`src/rtl/cpu_fetch_pkg.sv`:
```
// Shared types and constants for the instruction fetch front end.
package cpu_fetch_pkg;

  localparam int unsigned FETCH_ADDR_W = 32;
  localparam int unsigned FETCH_DATA_W = 32;

  localparam logic [FETCH_ADDR_W-1:0] RESET_PC = 32'h0000_0000;
  localparam logic [FETCH_ADDR_W-1:0] PC_STEP  = 32'd4;

  typedef enum logic [1:0] {
    FETCH   = 2'd0,
    WAIT    = 2'd1,
    DISCARD = 2'd2
  } fetch_state_t;

  typedef struct packed {
    logic [FETCH_ADDR_W-1:0] pc;
    logic [FETCH_DATA_W-1:0] instr;
  } fetch_entry_t;

endpackage

```
`src/rtl/fetch_fifo.sv`:
```
// Synchronous FIFO of {pc, instr} entries with flush and a registered head.
module fetch_fifo
  import cpu_fetch_pkg::*;
#(
  parameter  int unsigned DEPTH = 4,
  localparam int unsigned CNT_W = $clog2(DEPTH) + 1
) (
  input  logic             clk_i,
  input  logic             rst_ni,
  input  logic             push_i,
  input  fetch_entry_t     push_entry_i,
  input  logic             pop_i,
  input  logic             flush_i,
  output logic [CNT_W-1:0] count_next_o,
  output logic             head_valid_o,
  output fetch_entry_t     head_o
);

  localparam int unsigned PTR_W = $clog2(DEPTH);

  fetch_entry_t     mem_q [DEPTH];
  logic [PTR_W-1:0] rd_ptr_q, rd_ptr_d;
  logic [PTR_W-1:0] wr_ptr_q, wr_ptr_d;
  logic [CNT_W-1:0] count_q, count_d;
  logic             head_valid_q, head_valid_d;
  fetch_entry_t     head_q, head_d;
  logic             do_push, do_pop;

  // NOTE: every variable gets a default at the top of always_comb so no path infers a latch.
  always_comb begin
    do_push  = push_i && !flush_i;
    do_pop   = pop_i && (count_q != '0) && !flush_i;
    rd_ptr_d = rd_ptr_q;
    wr_ptr_d = wr_ptr_q;
    count_d  = count_q;
    if (flush_i) begin
      rd_ptr_d = '0;
      wr_ptr_d = '0;
      count_d  = '0;
    end else begin
      if (do_push) wr_ptr_d = wr_ptr_q + 1'b1;
      if (do_pop)  rd_ptr_d = rd_ptr_q + 1'b1;
      case ({do_push, do_pop})
        2'b10:   count_d = count_q + 1'b1;
        2'b01:   count_d = count_q - 1'b1;
        default: count_d = count_q;
      endcase
    end
    // Head register looks ahead: a word written this cycle may be the next head.
    head_valid_d = (count_d != '0);
    head_d       = head_q;
    if (count_d != '0) begin
      head_d = (do_push && (wr_ptr_q == rd_ptr_d)) ? push_entry_i : mem_q[rd_ptr_d];
    end
  end

  // NOTE: state flops use non-blocking assignments and the async active-low reset.
  always_ff @(posedge clk_i or negedge rst_ni) begin
    if (!rst_ni) begin
      rd_ptr_q     <= '0;
      wr_ptr_q     <= '0;
      count_q      <= '0;
      head_valid_q <= 1'b0;
      head_q       <= '0;
    end else begin
      rd_ptr_q     <= rd_ptr_d;
      wr_ptr_q     <= wr_ptr_d;
      count_q      <= count_d;
      head_valid_q <= head_valid_d;
      head_q       <= head_d;
    end
  end

  // NOTE: storage is left unreset; occupancy is tracked by count_q, so stale words are never read out.
  always_ff @(posedge clk_i) begin
    if (do_push) mem_q[wr_ptr_q] <= push_entry_i;
  end

  assign count_next_o = count_d;
  assign head_valid_o = head_valid_q;
  assign head_o       = head_q;

endmodule

```
`src/rtl/instr_prefetch_queue.sv`:
```
// Instruction prefetch front end: sequential PC, single outstanding fetch, redirect flush.
// Optional PREFETCH_BYPASS_EN forwards a response straight to decode when the queue is empty.
module instr_prefetch_queue #(
  parameter int unsigned       DATA_W   = cpu_fetch_pkg::FETCH_DATA_W,
  parameter int unsigned       ADDR_W   = cpu_fetch_pkg::FETCH_ADDR_W,
  parameter int unsigned       DEPTH    = 4,
  parameter logic [ADDR_W-1:0] RESET_PC = cpu_fetch_pkg::RESET_PC,
  parameter logic [ADDR_W-1:0] PC_STEP  = cpu_fetch_pkg::PC_STEP
) (
  input  logic              clk_i,
  input  logic              rst_ni,
  output logic              imem_req_o,
  output logic [ADDR_W-1:0] imem_addr_o,
  input  logic              imem_gnt_i,
  input  logic              imem_rvalid_i,
  input  logic [DATA_W-1:0] imem_rdata_i,
  input  logic              redirect_valid_i,
  input  logic [ADDR_W-1:0] redirect_pc_i,
  output logic              out_valid_o,
  output logic [DATA_W-1:0] out_instr_o,
  output logic [ADDR_W-1:0] out_pc_o,
  input  logic              out_ready_i
);

  import cpu_fetch_pkg::*;

  localparam int unsigned      CNT_W   = $clog2(DEPTH) + 1;
  localparam logic [CNT_W-1:0] DEPTH_C = CNT_W'(DEPTH);

  fetch_state_t      state_q, state_d;
  logic [ADDR_W-1:0] pc_q, pc_d;
  logic [ADDR_W-1:0] req_pc_q, req_pc_d;
  logic              req_q, req_d;

  logic              push, pop, resp_ok, bypass_hit;
  fetch_entry_t      push_entry, head;
  logic              head_valid;
  logic [CNT_W-1:0]  count_next;

  always_ff @(posedge clk_i or negedge rst_ni) begin
    if (!rst_ni) begin
      state_q  <= FETCH;
      pc_q     <= RESET_PC;
      req_pc_q <= '0;
      req_q    <= 1'b0;
    end else begin
      state_q  <= state_d;
      pc_q     <= pc_d;
      req_pc_q <= req_pc_d;
      req_q    <= req_d;
    end
  end

  always_comb begin
    state_d  = state_q;
    pc_d     = pc_q;
    req_pc_d = req_pc_q;
    case (state_q)
      FETCH: begin
        if (redirect_valid_i) begin
          pc_d = redirect_pc_i;
        end else if (imem_req_o && imem_gnt_i) begin
          req_pc_d = pc_q;
          pc_d     = pc_q + PC_STEP;
          state_d  = WAIT;
        end
      end
      WAIT: begin
        if (redirect_valid_i) begin
          pc_d    = redirect_pc_i;
          state_d = imem_rvalid_i ? FETCH : DISCARD;
        end else if (imem_rvalid_i) begin
          state_d = FETCH;
        end
      end
      DISCARD: begin
        if (redirect_valid_i) pc_d = redirect_pc_i;
        if (imem_rvalid_i)    state_d = FETCH;
      end
      default: state_d = FETCH;
    endcase
    // Request only when a slot is reserved for its response.
    req_d = (state_d == FETCH) && (count_next < DEPTH_C);
  end

`ifdef PREFETCH_BYPASS_EN
  assign bypass_hit = (state_q == WAIT) && imem_rvalid_i && !redirect_valid_i && !head_valid;
`else
  assign bypass_hit = 1'b0;
`endif

  always_comb begin
    imem_req_o       = req_q && !redirect_valid_i;
    imem_addr_o      = pc_q;
    resp_ok          = (state_q == WAIT) && imem_rvalid_i && !redirect_valid_i;
    push             = resp_ok && !(bypass_hit && out_ready_i);
    pop              = out_ready_i && head_valid && !redirect_valid_i;
    push_entry.pc    = req_pc_q;
    push_entry.instr = imem_rdata_i;
    out_valid_o      = head_valid || bypass_hit;
    out_pc_o         = bypass_hit ? req_pc_q : head.pc;
    out_instr_o      = bypass_hit ? imem_rdata_i : head.instr;
  end

  fetch_fifo #(
    .DEPTH (DEPTH)
  ) u_fifo (
    .clk_i        (clk_i),
    .rst_ni       (rst_ni),
    .push_i       (push),
    .push_entry_i (push_entry),
    .pop_i        (pop),
    .flush_i      (redirect_valid_i),
    .count_next_o (count_next),
    .head_valid_o (head_valid),
    .head_o       (head)
  );

endmodule

```
`config.mk`:
```
export PLATFORM = sky130hd
export DESIGN_NAME = instr_prefetch_queue
export DESIGN_NICKNAME = d
export VERILOG_FILES = /design/src/rtl/cpu_fetch_pkg.sv /design/src/rtl/fetch_fifo.sv /design/src/rtl/instr_prefetch_queue.sv
export SDC_FILE = /design/constraint.sdc
export NUM_CORES = 1
export LEC_CHECK = 0
export ABC_AREA = 0
export BUFFER_PORTS_ARGS = -buffer_cell sky130_fd_sc_hd__buf_2
export CAP_MARGIN = 5
export CORE_UTILIZATION = 59
export CTS_CLUSTER_DIAMETER = 60
export DETAILED_ROUTE_END_ITERATION = 16
export PLACE_DENSITY = 0.89
export SYNTH_ARGS = -nofsm -noshare
export SYNTH_HDL_FRONTEND = slang
export SYNTH_HIERARCHICAL = 1
export SYNTH_SLANG_ARGS = --single-unit
```
`constraint.sdc`:
```
create_clock -name clk_i -period 4.8 [get_ports clk_i]
set_clock_uncertainty 0.15 [all_clocks]
set_input_delay 0.48 -clock clk_i [delete_from_list [all_inputs] [get_ports clk_i]]
set_output_delay 0.48 -clock clk_i [all_outputs]
set_load 0.01 [all_outputs]
```
Yosys cells after proc, flatten, opt, wreduce, memory -nomap -nowiden
Memory sizes are Yosys's and may differ from the RTL's. A register that Yosys moved wholly into a read port is not among the register bits.
Index checks and enable logic that the tools add are counted.
Storage, ports and cells
  flip-flop bits (word level): 75
  bits in writable memories: 256
  input port bits: 70
  output and inout bits: 98
  logic and storage cells: 61
  memories kept: 1
Cells by class
  add/sub/neg operators: 5
  order comparisons: 1
  eq/ne operators: 6
  multiplexer cells: 18
  bitwise operators: 1
  reduce and logical (&&, ||, !) cells: 21
Memory list
  u_fifo.mem_q: depth 4, bits a word 64, rd ports 1, clocked after Yosys merged registers in 1, wr ports 1, line fetch_fifo.sv:21  | fetch_entry_t mem_q [DEPTH];
Operators by type and width (number)
  32-bit two-way mux: 3
  32-bit one-hot mux with 2 select lines: 1
  32-bit by 3-bit adder with 32-bit output, second input constant: 1
  2-bit two-way mux: 9
  1-bit logical AND: 10
  2-bit one-hot mux with 3 select lines: 1
  3-bit one-hot mux with 2 select lines: 1
  3-bit AND reduction: 2
  3-bit nonzero test: 2
  2-bit by 1-bit adder with 2-bit output, second input constant: 2
  2-bit by 1-bit equality test with 1-bit output, second input constant: 2
  2-bit equality test, second input constant: 2
  2-bit zero test: 2
  2-bit nonzero test: 2
  3-bit by 1-bit adder with 3-bit output, second input constant: 1
  3-bit < comparator, second input constant: 1
  3-bit two-way mux: 1
  3-bit != test, second input constant: 1
  3-bit by 1-bit subtractor with 3-bit output, second input constant: 1
  1-bit zero test: 2
  1-bit two-way mux: 2
  2-bit by 1-bit != test with 1-bit output, second input constant: 1
  2-bit OR reduction: 1
  1-bit NOT: 1

Longest topological paths before layout
Gate-level depths: netlist of the first run.
  depth after elaboration: 9
  depth in mapped cells: 17
  gate-level depth less buffers: 15

Modules after synthesis
Netlist of the first run, hierarchy kept.
By module, submodules not included
  fetch_fifo: times used 1, cells an instance 814, area an instance 12864.8 µm²
  instr_prefetch_queue: times used 1, cells an instance 321, area an instance 3400.8 µm²

Worst setup path after synthesis of the first run
Ideal clock, no wire load.
  path kind: register -> register
  start point: register state_q[1]
  end point: register u_fifo/head_o[0] (netlist name)
  arrival time: 3.298 ns
  required time: 4.577 ns
  slack: 1.279 ns
  cell stages (with the launch flop): 18
  clock period less this slack: 3.521 ns
  path through: dfrtp_1 -> inv_1 -> ha_1 -> nand2b_1 -> nor2_1 -> nor2b_1 -> inv_1 -> ha_1 -> fa_1 -> xnor2_1 -> or3_1 -> a21o_1 -> o31a_1 -> inv_1 -> clkbuf_1 -> clkbuf_1 -> nor2_1 -> a21oi_2
Between the ends
  cells in the longest elaborated chain, start to end: 8
Ends and longest elaborated chain
  from (decl): line instr_prefetch_queue.sv:30  | fetch_state_t state_q, state_d;
  from (signal assigned): line instr_prefetch_queue.sv:47  | state_q <= state_d;
  2-bit by 1-bit equality test with 1-bit output (*): line instr_prefetch_queue.sv:95  | resp_ok = (state_q == WAIT) && imem_rvalid_i && !redirect_valid_i;
  1-bit logical AND (*) (2 in a row): line instr_prefetch_queue.sv:95
  named net push: line instr_prefetch_queue.sv:35  | logic push, pop, resp_ok, bypass_hit;
  1-bit logical AND (*): line fetch_fifo.sv:31  | do_push = push_i && !flush_i;
  2-bit by 1-bit equality test with 1-bit output or 2-bit equality test (tied branches): line fetch_fifo.sv:43  | case ({do_push, do_pop})
  3-bit one-hot mux with 2 select lines (*): line fetch_fifo.sv:43
  3-bit two-way mux (*): line fetch_fifo.sv:36  | if (flush_i) begin
  3-bit nonzero test (*): line fetch_fifo.sv:52  | if (count_d != '0) begin
Mark *: on every way through the listed nets, which the timed path passes. The rest lies on a longest branch.
A chain may end at the register's enable or synchronous reset.

Worst setup path after layout of the first run
  start point: register state_q[1]
  end point: register u_fifo/head_o[9] (netlist name)
Between the ends
  cells in the longest elaborated chain, start to end: 8
Ends and longest elaborated chain (line)
  2-bit by 1-bit equality test with 1-bit output (*): instr_prefetch_queue.sv:95
  1-bit logical AND (*) (2 in a row): instr_prefetch_queue.sv:95
  named net push: instr_prefetch_queue.sv:35
  1-bit logical AND (*): fetch_fifo.sv:31
  2-bit by 1-bit equality test with 1-bit output or 2-bit equality test (tied branches): fetch_fifo.sv:43
  3-bit one-hot mux with 2 select lines (*): fetch_fifo.sv:43
  3-bit two-way mux (*): fetch_fifo.sv:36
  3-bit nonzero test (*): fetch_fifo.sv:52
Marked as above.

==> metrics.csv, run 1 <==
stage;metric;value;unit
status;outcome;complete, no violations;
timing;Slew Limit Headroom;28.2;%
run;max-cap viol count;0;
power;PD cells;559;nW/um^2
clock_network;# hold bufs at CTS;1;
synthesis;Async SR Flop Fraction;35.2;%
finish;Final Core Density;69.1;%
synthesis;prevailing post-synth register cell;edfxtp_1;
synthesis;synthesized instance count;1135;
detailed_routing;DRC Markers;0;
clock_network;# resized after CTS;0;
finish;final instance area;18700;um^2
detailed_routing;vias;10608;
finish;final net count;1367;
finish;# diodes;0;
finish;most frequent cells in the layout;edfxtp_1 (256), buf_2 (166), dfrtp_1 (139), a21oi_1 (96), nor2_1 (89);
detailed_routing;Routed wire per std cell;22.8;um
synthesis;mapped cell area;16300;um^2
critical_path;critical path required time;5.09;ns
synthesis;Compound-Gate Fraction of Synth Area;15.6;%
global_route;largest net degree at the start of global routing;129;
detailed_routing;final WL;37.8;mm
clock_network;CTS tree;built;
clock_network;TritonCTS Buffers;39;
synthesis;syn nets;1216;
clock_network;postcts setup bufs;0;
finish;area grow syn2layout;14.8;%
placement;DP Area;17400;um^2
die;die area;28200;um^2
detailed_routing;First DRT Iteration DRCs;1001;
placement;Final HPWL DP;21.0;mm
finish;share of layout cells above drive strength 1;27.5;%
die;Die X;168;um
detailed_routing;TritonRoute pass-1 iters;5;
timing;unrepaired setup endpoints after global routing;false;
timing;Final min period;4.03;ns
placement;Port Buf Inserts;167;
global_route;vias in the first global route;10800;
global_route;initial antenna violation count;0;
clock_network;CTS clock-pin slew for the worst setup and hold paths;0.06;ns
timing;Setup TNS;0;ns
detailed_routing;Post-DRT Antenna Nets;0;
die;Initial Utilization;60.2;%
timing;maximum achievable frequency;248;MHz
detailed_routing;Vias per Instance;6.41;
power;Tot Pwr;10.4;mW
synthesis;Synth warnings;6;
synthesis;Synth Area in Simple Gates;5.51;%
global_route;grt ovf;0;
synthesis;Yosys cell types;54;
global_route;first-pass GRT wire length;58.9;mm
worst_hold_path;HP Class;primary input to flop;
synthesis;Post-Synth Adder-Cell Area;0.892;%
synthesis;xor-xnor portion of the synthesized cell area;0.423;%
timing;crit share post-route;84.0;%
power;worst IR drop on VDD;0.377;mV
synthesis;Mean Syn Cell Area;14.3;um^2
critical_path;Crit. End Element;flop;
critical_path;CP Max Fanout;24;
die;Core Rows;60;
synthesis;largest family of logic cells by synthesized area;compound AO/OA/AOI/OAI gates;
critical_path;crit path DAT;4.32;ns
timing;transition time of the tightest slew-check pin;1.08;ns
finish;commonest non-fill, non-tap cell in the layout;edfxtp_1;
clock_network;number of H-tree levels;2;
die;num ports;168;
synthesis;Post-synth EDFFs;256;
critical_path;CP Launch Type;flop;
synthesis;mux cell area share after synthesis;6.27;%
timing;Final Slew Violations;0;
global_route;GRT Total Usage;27.0;%
clock_network;clock sinks;395;
critical_path;WS Path Type;flop to flop;
timing;# setup viols final;0;
die;die span in y;168;um
die;Core ar.;27000;um^2
placement;Final Wtd Congestion;0.900;
clock_network;Clock Latency Late Sink;0.52;ns
clock_network;clock root cell;clkbuf_16;
synthesis;synthesis-stage register bit count;395;
synthesis;Seq/Total Area, Yosys;68.6;%
power;Pleak;6.97;nW
timing;final hold viol count;0;
clock_network;CTS max path bufs;3;
## logic make-up after synthesis
family | Yosys count
AO/OA/AOI/OAI | 357
AND/OR/NAND/NOR | 181
XOR/XNOR | 7
multiplexers | 98
buffers and inverters | 86
adder cells (fa/ha/maj) | 11
flip-flops | 395
## synthesized netlist by cell type, types with 5 or more instances
cell | n | area share [%]
nand2_1 | 25 | 0.58
nor3_1 | 7 | 0.22
clkbuf_1 | 31 | 0.72
nand4_1 | 8 | 0.31
mux2i_1 | 67 | 4.1
a21oi_2 | 60 | 3.2
o32ai_1 | 6 | 0.32
inv_1 | 13 | 0.30
mux2_2 | 31 | 2.1
a211o_1 | 64 | 3.4
or3_1 | 5 | 0.19
a2bb2oi_1 | 6 | 0.32
edfxtp_1 | 256 | 47
a21oi_1 | 96 | 3.0
buf_2 | 31 | 0.95
o22ai_1 | 74 | 2.8
dfrtp_1 | 139 | 21
a211oi_1 | 19 | 0.88
and2_1 | 6 | 0.23
o21ai_0 | 16 | 0.49
and3_1 | 5 | 0.19
nor2_1 | 92 | 2.1
ha_1 | 10 | 0.77
nand3_1 | 12 | 0.37
buf_6 | 7 | 0.48
## final cells by class
| type | instances | area, um^2 |
|---|---|---|
| sequential | 395 | 11200 |
| fill | 1775 | 8350 |
| multi-input combinational | 654 | 4710 |
| clock buffer | 49 | 1060 |
| timing repair buffer | 183 | 1050 |
| tap | 341 | 427 |
| clock inverter | 21 | 210 |
| inverter | 13 | 48.8 |
## power breakdown
part	switching, mW	internal (mW)
clock network	1.25	1.79
logic	1.33	0.983
registers	0.700	4.40
total	3.28	7.17
## stage by stage
stage,setup WS (ns),cells,hold WS [ns]
detailed placement,0.638,1585,0.348
finish,0.770,1656,0.0383
global placement,0.790,1585,0.343
floorplan,1.28,1135,0.0344
CTS,0.814,1656,0.0270
global route,0.559,1656,0.0206
## worst max-delay path, cell delays in order, from the launching register on
cell and delay [ns]:
dfrtp_1 0.42, inv_1 0.10, ha_1 0.20, nand2b_1 0.10, nor2_1 0.22, nor2b_1 0.32, inv_1 0.16, ha_1 0.25
fa_1 0.38, xnor2_1 0.15, or3_1 0.30, a21o_1 0.20, o31a_2 0.15, inv_2 0.37, buf_12 0.24, nor2_1 0.07
a21oi_2 0.15
## routing by layer
layer	routed length, um	GRT usage, %	part of all wire (%)
met5	0	0	0
met3	3020	4.25	8.0
met1	15100	36.0	40
met4	765	7.50	2.0
met2	18900	46.3	50
## sequential cells by signal (all words and copies together) (netlist names)
signal and cells:
req_q 1, u_fifo/wr_ptr_q 2, req_pc_q 32, state_q 2, u_fifo/head_o 64, u_fifo/head_valid_o 1
u_fifo/rd_ptr_q 2, imem_addr_o 32, u_fifo/count_q 3, u_fifo/mem_q 256
## worst paths after layout
path                                       endpoint  cells after the start  slack (ns)              from
worst max-delay path               u_fifo/head_o[9]                     16        0.77        state_q[1]
worst min-delay path            u_fifo/mem_q[3][29]                      1        0.04  imem_rdata_i[29]
worst max register to register     u_fifo/head_o[9]                     16        0.77        state_q[1]
worst min register to register     u_fifo/head_o[3]                      2        0.36  u_fifo/head_o[3]
min in group asynchronous           imem_addr_o[25]                      2        0.41            rst_ni
max in group asynchronous           imem_addr_o[29]                      3        3.06            rst_ni
No activity file was read; power rests on OpenSTA's default activity.
==> inputs of run 2 (changes only) <==
--- a/config.mk
+++ b/config.mk
@@ -8,10 +8,10 @@
 export ABC_AREA = 0
 export BUFFER_PORTS_ARGS = -buffer_cell sky130_fd_sc_hd__buf_2
 export CAP_MARGIN = 5
-export CORE_UTILIZATION = 59
+export CORE_UTILIZATION = 53
 export CTS_CLUSTER_DIAMETER = 60
 export DETAILED_ROUTE_END_ITERATION = 16
-export PLACE_DENSITY = 0.89
+export PLACE_DENSITY = 0.85
 export SYNTH_ARGS = -nofsm -noshare
 export SYNTH_HDL_FRONTEND = slang
 export SYNTH_HIERARCHICAL = 1
==> constraint.sdc (replaced) <==
create_clock -name clk_i -period 3.65 [get_ports clk_i]
set_clock_uncertainty 0.15 [all_clocks]
set_input_delay 0.365 -clock clk_i [delete_from_list [all_inputs] [get_ports clk_i]]
set_output_delay 0.365 -clock clk_i [all_outputs]
set_load 0.01 [all_outputs]
==> metrics.csv, run 2 (synthesis results as in run 1) <==
stage;metric;value;unit
critical_path;R2R Path Start;state_q[1];
clock_network;Clock Latency Late Sink;0.51;ns
clock_network;CTS clock-pin slew for the worst setup and hold paths;0.06;ns
timing;transition time of the tightest slew-check pin;0.887;ns
finish;number of flip-flops in the largest register;256;
detailed_routing;Post-DRT Antenna Nets;0;
critical_path;CP top delay family;adder cells;
die;num ports;168;
critical_path;reg2reg path depth;15;
clock_network;TritonCTS Buffers;40;
detailed_routing;TritonRoute pass-1 iters;5;
die;die area;31400;um^2
global_route;vias in the first global route;10858;
placement;DP Cell Count;1644;
critical_path;crit path DAT;3.74;ns
finish;# diodes;0;
power;P_sw;4.30;mW
power;internal power;9.50;mW
finish;Most flops, register;u_fifo/mem_q;
die;Core Rows;63;
clock_network;CTS tree;built;
critical_path;cells along the critical path;inv_1 > ha_1 > nand2b_1 > nor2_1 > nor2b_1 > inv_1 > ha_1 > fa_1 > xnor2_1 > or3_1 > a21o_1 > o31a_2 > buf_8 > a21oi_1 > a21oi_2;
finish;Finished Layout Cells;1755;
finish;final net count;1418;
status;outcome;complete, no violations;
timing;Worst Slack Setup Final;0.160;ns
placement;worst slack, placed;0.141;ns
finish;commonest non-fill, non-tap cell in the layout;edfxtp_1;
timing;Final min period;3.49;ns
timing;crit share post-route;95.6;%
critical_path;critical path required time;3.90;ns
critical_path;CP Max Fanout;44;
global_route;largest net degree at the start of global routing;129;
power;Clock power frac;28.9;%
critical_path;CP Launch Type;flop;
finish;most frequent cells in the layout;edfxtp_1 (256), buf_2 (166), dfrtp_1 (139), a21oi_1 (93), nor2_1 (89);
global_route;initial antenna violation count;0;
detailed_routing;final WL;38.2;mm
clock_network;clock root cell;clkbuf_16;
die;Core ar.;30000;um^2
global_route;grt ovf;0;
global_route;first-pass GRT wire length;59.2;mm
placement;Final Wtd Congestion;0.876;
die;die span in y;177;um
finish;area grow syn2layout;18.6;%
critical_path;r2r setup slk;0.16;ns
power;Tot Pwr;13.8;mW
timing;worst hold margin;0.0265;ns
detailed_routing;Routed wire per std cell;21.8;um
clock_network;number of H-tree levels;2;
power;Pleak;7.19;nW
detailed_routing;DRC Markers;0;
timing;final hold viol count;0;
power;Comb power frac;22.4;%
power;Seq pwr share;48.6;%
critical_path;Crit. End Element;flop;
detailed_routing;Vias per Instance;6.12;
critical_path;CP endpoint;u_fifo/head_o[35];
power;PD cells;716;nW/um^2
critical_path;worst r2r dst;u_fifo/head_o[35];
timing;Slew Limit Headroom;40.8;%
die;Die X;177;um
detailed_routing;vias;10732;
critical_path;Largest stage delay, worst path;0.42;ns
critical_path;Worst Setup SP;state_q[1];
critical_path;number of cells on the critical path;15;
worst_hold_path;HP Class;primary input to flop;
critical_path;WS Path Type;flop to flop;
finish;share of layout cells above drive strength 1;27.0;%
clock_network;clock sinks;395;
timing;Final Slew Violations;0;
detailed_routing;First DRT Iteration DRCs;784;
clock_network;postcts setup bufs;0;
placement;Final HPWL DP;22.3;mm
clock_network;CTS max path bufs;3;
critical_path;Buffers & Inverters on Critical Path;3;
finish;final instance area;19300;um^2
power;worst IR drop on VDD;0.544;mV
placement;DP Area;17600;um^2
critical_path;slowest stage cell, crit path;dfrtp_1;
run;max-cap viol count;0;
die;Initial Utilization;54.3;%
timing;maximum achievable frequency;286;MHz
global_route;GRT Total Usage;24.5;%
power;sw frac;31.2;%
timing;unrepaired setup endpoints after global routing;true;
placement;Port Buf Inserts;167;
timing;# setup viols final;0;
[run 2: worst min-delay path by stage]
stage | start | end | slack, ns | cells past startpoint
final | redirect_pc_i[16] | imem_addr_o[16] | 0.03 | 3
after global routing | redirect_pc_i[2] | imem_addr_o[2] | 0.04 | 3
after CTS | redirect_pc_i[15] | imem_addr_o[15] | 0.01 | 3
after detailed placement | rst_ni | imem_addr_o[25] | 0.25 | 1
after global placement | rst_ni | imem_addr_o[25] | 0.25 | 1
after floorplan | rst_ni | imem_addr_o[0] | -0.08 | 0
[run 2: cell type report]
type / instances / area (um^2)
clock buffer: 56 / 1140
fill: 2135 / 10700
clock inverter: 14 / 141
tap: 390 / 488
multi-input combinational: 654 / 4720
inverter: 13 / 51.3
timing repair buffer: 233 / 1570
sequential: 395 / 11200
[run 2: layer usage]
metal,share of wire [%],GRT usage [%]
met5,0,0
met4,2.4,7.97
met3,7.2,4.45
met2,49,40.4
met1,42,32.9
[run 2: worst register-to-register path, cell delays in order (launching register included)]
cell and delay (ns):
dfrtp_1 0.42, inv_1 0.10, ha_1 0.21, nand2b_1 0.09, nor2_1 0.12, nor2b_1 0.18
inv_1 0.10, ha_1 0.22, fa_1 0.39, xnor2_1 0.14, or3_1 0.31, a21o_1 0.20
o31a_2 0.15, buf_8 0.21, a21oi_1 0.29, a21oi_2 0.08
[run 2: what timing repair did]
item | in CTS | in global routing
endpoints found under the setup margin | 0 | 64
resized for setup | 0 | 8
hold buffers | 41 | 0
hold endpoints to repair | 194 | 0
[run 2: through the flow]
stage	utilization, %	setup TNS (ns)
6_report	64.4	0
4_1_cts	64.3	0
3_5_place_dp	58.7	0
2_1_floorplan	-	0
5_1_grt	64.4	-0.0301
3_3_place_gp	58.7	0
[run 2: power groups by stage]
stage | Clock (mW) | Combinational [mW] | Sequential, mW
6_report | 3.99 | 3.09 | 6.71
5_1_grt | 4.23 | 3.41 | 6.82
4_1_cts | 4.04 | 3.11 | 6.70
3_5_place_dp | 0 | 3.05 | 6.77
3_3_place_gp | 0 | 2.93 | 6.71
2_1_floorplan | 0 | 1.73 | 6.71
